$ cat config.mk
export PLATFORM = sky130hd
export DESIGN_NAME = pe_block_n
export DESIGN_NICKNAME = d
export VERILOG_FILES = /design/src/rtl/pe_pkg.sv /design/src/rtl/pe_block_n_delay_line.sv /design/src/rtl/pe_block_n.sv
export SDC_FILE = /design/constraint.sdc
export NUM_CORES = 2
export LEC_CHECK = 0
export BUFFER_PORTS_ARGS = -buffer_cell sky130_fd_sc_hd__buf_2
export CORE_ASPECT_RATIO = 0.5
export CORE_MARGIN = 1.5
export CORE_UTILIZATION = 40
export DETAILED_ROUTE_END_ITERATION = 8
export GPL_TIMING_DRIVEN = 0
export MAX_ROUTING_LAYER = met4
export SLEW_MARGIN = 40
export SYNTH_ARGS = -nofsm -noshare
export SYNTH_HDL_FRONTEND = slang
export SYNTH_SLANG_ARGS = --single-unit
export TNS_END_PERCENT = 1
$ cat constraint.sdc
create_clock -name clk -period 13.2 [get_ports clk]
set_input_delay 0.66 -clock clk [delete_from_list [all_inputs] [get_ports clk]]
set_output_delay 0.66 -clock clk [all_outputs]
set_load 0.01 [all_outputs]
$ cat src/rtl/pe_pkg.sv
// rtl/pe_pkg.sv - shared op encodings and config field layout helpers for pe_block_n
package pe_pkg;

    typedef enum logic [3:0] {
        OP_ADD    = 4'd0,
        OP_SUB    = 4'd1,
        OP_MUL    = 4'd2,
        OP_AND    = 4'd3,
        OP_OR     = 4'd4,
        OP_XOR    = 4'd5,
        OP_SHL    = 4'd6,
        OP_SHR    = 4'd7,
        OP_LTU    = 4'd8,
        OP_EQ     = 4'd9,
        OP_PASSA  = 4'd10,
        OP_ACC    = 4'd11,
        OP_ACCCLR = 4'd12
    } pe_op_e;

    localparam int OP_W = 4;

    function automatic int clog2(input int v);
        int r;
        r = 0;
        while ((1 << r) < v) r = r + 1;
        return r;
    endfunction

    function automatic int sel_w(input int num_in);
        return clog2(num_in + 1);
    endfunction

    function automatic int dly_w(input int depth);
        return clog2(depth + 1);
    endfunction

    // Layout, LSB upward: sel_a, sel_b, dly_a, dly_b, op
    function automatic int off_sel_b(input int num_in);
        return sel_w(num_in);
    endfunction

    function automatic int off_dly_a(input int num_in);
        return 2 * sel_w(num_in);
    endfunction

    function automatic int off_dly_b(input int num_in, input int depth);
        return 2 * sel_w(num_in) + dly_w(depth);
    endfunction

    function automatic int off_op(input int num_in, input int depth);
        return 2 * sel_w(num_in) + 2 * dly_w(depth);
    endfunction

    function automatic int cfg_w(input int num_in, input int depth);
        return off_op(num_in, depth) + OP_W;
    endfunction

endpackage

$ cat src/rtl/pe_block_n_delay_line.sv
// rtl/pe_block_n_delay_line.sv - freezable shift register with runtime tap select (pe_delay_line)
module pe_delay_line #(
    parameter int W     = 33,
    parameter int DEPTH = 4,
    parameter int TAP_W = 3
) (
    input  logic             clk,
    input  logic             reset,
    input  logic             en,
    input  logic [TAP_W-1:0] tap,
    input  logic [W-1:0]     in_data,
    output logic [W-1:0]     out_data
);

    logic [DEPTH-1:0][W-1:0] stage_q;
    logic [DEPTH-1:0][W-1:0] stage_d;
    logic [TAP_W-1:0]        tap_sat;

    // Shift every enabled cycle, bubbles included, so token spacing is preserved
    always_comb begin
        stage_d = stage_q;
        if (en) begin
            stage_d[0] = in_data;
            for (int i = 1; i < DEPTH; i++) begin
                stage_d[i] = stage_q[i-1];
            end
        end
    end

    // Tap 0 is a combinational bypass; taps beyond the line saturate to the last stage
    always_comb begin
        tap_sat  = (tap > TAP_W'(DEPTH)) ? TAP_W'(DEPTH) : tap;
        out_data = in_data;
        for (int k = 1; k <= DEPTH; k++) begin
            if (tap_sat == TAP_W'(k)) out_data = stage_q[k-1];
        end
    end

    // Stage registers
    always_ff @(posedge clk) begin
        if (reset) stage_q <= '0;
        else       stage_q <= stage_d;
    end

endmodule

$ cat src/rtl/pe_block_n.sv
// rtl/pe_block_n.sv - N-input processing element with operand select, delay balancing, ALU and accumulator
module pe_block_n
    import pe_pkg::*;
#(
    parameter int SIZE        = 32,
    parameter int NUM_IN      = 4,
    parameter int DELAY_DEPTH = 4
) (
    input  logic                   clk,
    input  logic                   reset,
    input  logic                   config_en,
    input  logic                   config_in,
    output logic                   config_out,
    input  logic [NUM_IN*SIZE-1:0] in_data,
    input  logic [NUM_IN-1:0]      in_valid,
    output logic [SIZE-1:0]        out0,
    output logic                   out_valid
);

    localparam int SEL_W = sel_w(NUM_IN);
    localparam int DLY_W = dly_w(DELAY_DEPTH);
    localparam int CFG_W = cfg_w(NUM_IN, DELAY_DEPTH);
    localparam int O_SB  = off_sel_b(NUM_IN);
    localparam int O_DA  = off_dly_a(NUM_IN);
    localparam int O_DB  = off_dly_b(NUM_IN, DELAY_DEPTH);
    localparam int O_OP  = off_op(NUM_IN, DELAY_DEPTH);
    localparam logic [SIZE-1:0] SIZE_V = SIZE'(SIZE);

    logic [CFG_W-1:0] cfg_q, cfg_d;
    logic [SIZE-1:0]  acc_q, acc_d;
    logic [SIZE-1:0]  out0_q, out0_d;
    logic             out_valid_q, out_valid_d;

    logic [SEL_W-1:0] sel_a, sel_b;
    logic [DLY_W-1:0] dly_a, dly_b;
    logic [OP_W-1:0]  op;
    logic [SIZE:0]    a_src, b_src, a_dly, b_dly;
    logic [SIZE-1:0]  a, b, shamt, result;
    logic             va, vb, fire;

    assign sel_a = cfg_q[0    +: SEL_W];
    assign sel_b = cfg_q[O_SB +: SEL_W];
    assign dly_a = cfg_q[O_DA +: DLY_W];
    assign dly_b = cfg_q[O_DB +: DLY_W];
    assign op    = cfg_q[O_OP +: OP_W];

    // Channel k, feedback at NUM_IN, anything above is an idle operand
    function automatic logic [SIZE:0] pick(input logic [SEL_W-1:0]       sel,
                                           input logic [NUM_IN*SIZE-1:0] d,
                                           input logic [NUM_IN-1:0]      v,
                                           input logic [SIZE-1:0]        fb,
                                           input logic                   fbv);
        pick = '0;
        for (int k = 0; k < NUM_IN; k++) begin
            if (sel == SEL_W'(k)) pick = {v[k], d[k*SIZE +: SIZE]};
        end
        if (sel == SEL_W'(NUM_IN)) pick = {fbv, fb};
    endfunction

    // Operand selection ahead of the delay lines
    always_comb begin
        a_src = pick(sel_a, in_data, in_valid, out0_q, out_valid_q);
        b_src = pick(sel_b, in_data, in_valid, out0_q, out_valid_q);
    end

    pe_delay_line #(.W(SIZE + 1), .DEPTH(DELAY_DEPTH), .TAP_W(DLY_W)) u_dly_a (
        .clk(clk), .reset(reset), .en(!config_en), .tap(dly_a), .in_data(a_src), .out_data(a_dly)
    );

    pe_delay_line #(.W(SIZE + 1), .DEPTH(DELAY_DEPTH), .TAP_W(DLY_W)) u_dly_b (
        .clk(clk), .reset(reset), .en(!config_en), .tap(dly_b), .in_data(b_src), .out_data(b_dly)
    );

    // ALU and fire decision on the delayed operands
    always_comb begin
        a      = a_dly[SIZE-1:0];
        b      = b_dly[SIZE-1:0];
        va     = a_dly[SIZE];
        vb     = b_dly[SIZE];
        shamt  = b % SIZE_V;
        result = '0;
        fire   = va & vb;
        case (op)
            OP_ADD:    result = a + b;
            OP_SUB:    result = a - b;
            OP_MUL:    result = a * b;
            OP_AND:    result = a & b;
            OP_OR:     result = a | b;
            OP_XOR:    result = a ^ b;
            OP_SHL:    result = a << shamt;
            OP_SHR:    result = a >> shamt;
            OP_LTU:    result = {{(SIZE-1){1'b0}}, (a < b)};
            OP_EQ:     result = {{(SIZE-1){1'b0}}, (a == b)};
            OP_PASSA:  begin result = a;         fire = va; end
            OP_ACC:    begin result = acc_q + a; fire = va; end
            OP_ACCCLR: begin result = a;         fire = va; end
            default:   begin result = '0;        fire = 1'b0; end
        endcase
    end

    // Next state: config shift freezes the datapath, otherwise register the ALU outcome
    always_comb begin
        cfg_d       = cfg_q;
        acc_d       = acc_q;
        out0_d      = out0_q;
        out_valid_d = out_valid_q;
        if (config_en) begin
            cfg_d = {config_in, cfg_q[CFG_W-1:1]};
        end else begin
            out_valid_d = fire;
            if (fire) begin
                out0_d = result;
                if (op == OP_ACC)    acc_d = acc_q + a;
                if (op == OP_ACCCLR) acc_d = a;
            end
        end
    end

    // State registers; reset wins over config and data
    always_ff @(posedge clk) begin
        if (reset) begin
            cfg_q       <= '0;
            acc_q       <= '0;
            out0_q      <= '0;
            out_valid_q <= 1'b0;
        end else begin
            cfg_q       <= cfg_d;
            acc_q       <= acc_d;
            out0_q      <= out0_d;
            out_valid_q <= out_valid_d;
        end
    end

    // Held valid is masked while frozen so a feedback loop resumes after reconfiguration
    assign out_valid  = out_valid_q & ~config_en;
    assign out0       = out0_q;
    assign config_out = cfg_q[0];

endmodule

==> summary.md <==
| Metric | Value |
|---|---|
| Status | `finished clean` |
| Synth area leaders | `fa_1, dfxtp_1, mux2i_1, nor2_1, ha_1` |
| Net count, final | `slightly above 6000` |
| Clock sink count | `about 350` |
| Finished Cell Area | `47500 um^2` |
| Layout fillers | `10600` |
| Data required, critical path | `roughly 14 ns` |
| CTS Buffer Depth | `3` |
| End-of-flow core utilization | `between 40% and 50%` |
| Share of layout cells above drive strength 1 | `around an eighth` |
| Worst Skew | `around 0.036 ns` |
| TritonCTS clock tree | `done` |
| Post-DP HPWL | `195 mm` |
| Setup TNS | `0 ns` |
| Unique cell type count in the Yosys netlist | `roughly 110` |
| Synth Area in Compound Gates | `about 17%` |
| CTS root buf | `clkbuf_16` |
| RSZ-0062 raised after global routing | `no` |
| Crit-path max FO | `11` |
| Final-report setup violation count | `0` |
| Chip height | `between 200 and 250 um` |
| Setup Buffers After CTS | `0` |
| Largest net degree at the start of global routing | `15` |
| Clk slew on worst S/H paths | `0.07 ns` |
| EDFF count, synth | `0` |
| Num CTS Buffers | `between 40 and 50` |
| Period utilisation layout | `between 90% and 100%` |
| Die width | `about 460 um` |
| Final wirelength | `~240 mm` |
| Top cell type's share of synthesized area | `19.4%` |
| Vias in the first global route | `41800` |
| WL/cell | `35.8 um` |
| Area after DPL | `between 40000 and 50000 um^2` |
| Initial antenna violation count | `26` |
| First-pass GRT wire length | `between 300 and 400 mm` |
| Ys Warns | `0` |
| Worst setup path startpoint | `cfg_q[3]` |
| First drt pass iteration count | `9` |
| Final Hold Viols | `0` |
| Adder-Cell Fraction of Synth Area | `approximately 27%` |
| Worst endpoint data arrival time | `around 13 ns` |
| IO Pins | `between 150 and 200` |
| Synth Cell Area | `around 42000 um^2` |
| Gr usage total | `approximately 45%` |
| Total core area | `between 100000 and 150000 um^2` |
| Fmax achieved | `~82 MHz` |
| Synthesized Nets | `just under 6000` |
| Post-Syn Instances | `between 5000 and 6000` |
| #FFs+latches synth | `around 350` |
| Drc violations | `0` |
| Initial DRC Count | `roughly 6300` |
| HP Start | `config_in` |
| FF-to-FF Start | `cfg_q[3]` |
| Worst Path Class, Setup | `flop to flop` |
| Worst setup SP type | `flop` |
| Hold Crit Class | `primary input to flop` |
| Routability Congestion | `1.12` |
| FFs w/ async S/R, synth | `0%` |
| Area leader, netlist | `fa_1` |
| # resized after CTS | `0` |
| Initial Util | `40.3%` |
| FP Rows | `between 80 and 90` |
| Area Growth Syn to Fin | `12.1%` |
| Clock Latency Late Sink | `around 0.62 ns` |
| Cell mode on critical path | `fa_1` |
| Die footprint | `~110000 um^2` |
| Gr ovfl total | `0` |
| Vias per inst | `approximately 6.4` |
| DRT antenna net count | `0` |
| Largest family of logic cells by synthesized area | `adder cells` |
| Simple-gate share of the synthesized area | `about 16%` |
| Max_cap viols | `0` |
| Syn Area/Cell | `around 8.3 um^2` |
| Worst slew margin | `between 30% and 40%` |
| Hold_buf cts | `0` |
| Worst-margin pin slew | `around 1.0 ns` |
| Sequential area share after synthesis | `16.3%` |
| Min cycle time layout | `around 12 ns` |
| Post-Layout Cell Count | `between 6000 and 7000` |
| Max incr delay on CP | `0.68 ns` |
| XOR/XNOR Fraction of Synth Area | `under 10%` |
| Slowest CP cell | `buf_1` |
| Cell count after placement | `6709` |
| Setup crit end kind | `flop` |
| DR vias | `~44000` |
| Post-synthesis mux area share | `about an eighth` |
| H-tree depth | `2` |
| Main synth FF type | `dfxtp_1` |
| Max Transition Viols Final | `0` |
| Port Buffer Count | `167` |
[layer usage]
metal	GRT usage (%)	wire length, um
met5	-	0
met4	19.7	12600
met3	14.2	31500
met2	63.9	98800
met1	59.4	101000
[final cells by class]
cell class                 count  area (um^2)  area share [%]
multi-input combinational   3890        32500            68.5
antenna                       17         42.5          0.0895
timing repair buffer         202         1320            2.77
clock inverter                19          255           0.537
inverter                     514         1940            4.08
buffer                       343         1620            3.41
clock buffer                  55         1140            2.40
sequential                   345         6910            14.5
tap                         1419         1780            3.74
[placed cells by master, fill, tap and decap left out, types with 31 or more instances in the layout]
cell,synthesis,layout
nand2_1,408,407
nand2b_1,34,34
o211ai_1,48,48
nor2_1,872,868
nand3_1,40,40
clkbuf_2,0,48
clkbuf_1,196,163
dfxtp_1,345,345
o21ai_0,168,161
mux2i_1,350,343
a21o_1,44,44
a211oi_1,58,56
mux2_2,51,51
clkbuf_16,0,41
o22ai_1,37,37
ha_1,251,251
a21oi_1,249,246
nor3_1,92,89
buf_2,60,254
buf_1,60,31
inv_1,483,482
nor2b_1,55,55
a221oi_1,80,79
fa_1,411,411
xnor2_1,99,94
mux4_2,58,58
a22o_1,31,31
[path summary, 6_finish.rpt]
kind               endpoint  slack, ns  cells past startpoint
setup / recovery   out0[30]       1.03                     34
hold / removal    cfg_q[15]       0.39                      3
setup reg to reg   out0[30]       1.03                     34
hold reg to reg    acc_q[2]       0.46                      2
[registers in the layout, summed over array words and instances (netlist names)]
signal / flops
out_valid_q: 1
acc_q: 32
out0: 32
cfg_q: 16
u_dly_a.stage_q: 132
u_dly_b.stage_q: 132
[cell families (layout without fill, tap and decap cells)]
logic type	count (synthesis)	count (layout)
other	0	17
and+or+nand+nor	1576	1576
xor gates and xnor gates	127	127
adders and majority gates	662	662
DFF	345	345
muxes	473	473
AOI/OAI and AO/OA	1052	1052
buffers and inverters	857	1133
[per-stage QoR]
stage	setup WS, ns	hold WS (ns)
finish	1.03	0.387
global route	0.755	0.419
CTS	1.31	0.392
detailed placement	1.06	0.452
global placement	0.284	0.442
floorplan	3.96	0.436
[worst max-delay path, delay by kind of cell, from the launching register on]
family | cells | cell delay (ns)
mux | 1 | 0.54
xor+xnor | 1 | 0.32
flops | 1 | 0.32
compound gates | 8 | 2.53
buf+inv | 9 | 3.11
fa+ha+maj | 9 | 4.07
simple gates | 6 | 1.12
[cell usage after synthesis, types with 37 or more instances]
| cell | instances |
|---|---|
| mux4_2 | 58 |
| xnor2_1 | 99 |
| nor2b_1 | 55 |
| buf_1 | 60 |
| fa_1 | 411 |
| nor2_1 | 872 |
| ha_1 | 251 |
| o21ai_0 | 168 |
| nand2_1 | 408 |
| mux2_2 | 51 |
| nand3_1 | 40 |
| a221oi_1 | 80 |
| a21o_1 | 44 |
| mux2i_1 | 350 |
| o22ai_1 | 37 |
| inv_1 | 483 |
| dfxtp_1 | 345 |
| nor3_1 | 92 |
| o211ai_1 | 48 |
| a211oi_1 | 58 |
| a21oi_1 | 249 |
| clkbuf_1 | 196 |
| buf_2 | 60 |
Power is not shown: default switching activity piles up to over one toggle a cycle in this logic, so the estimate is an artifact.
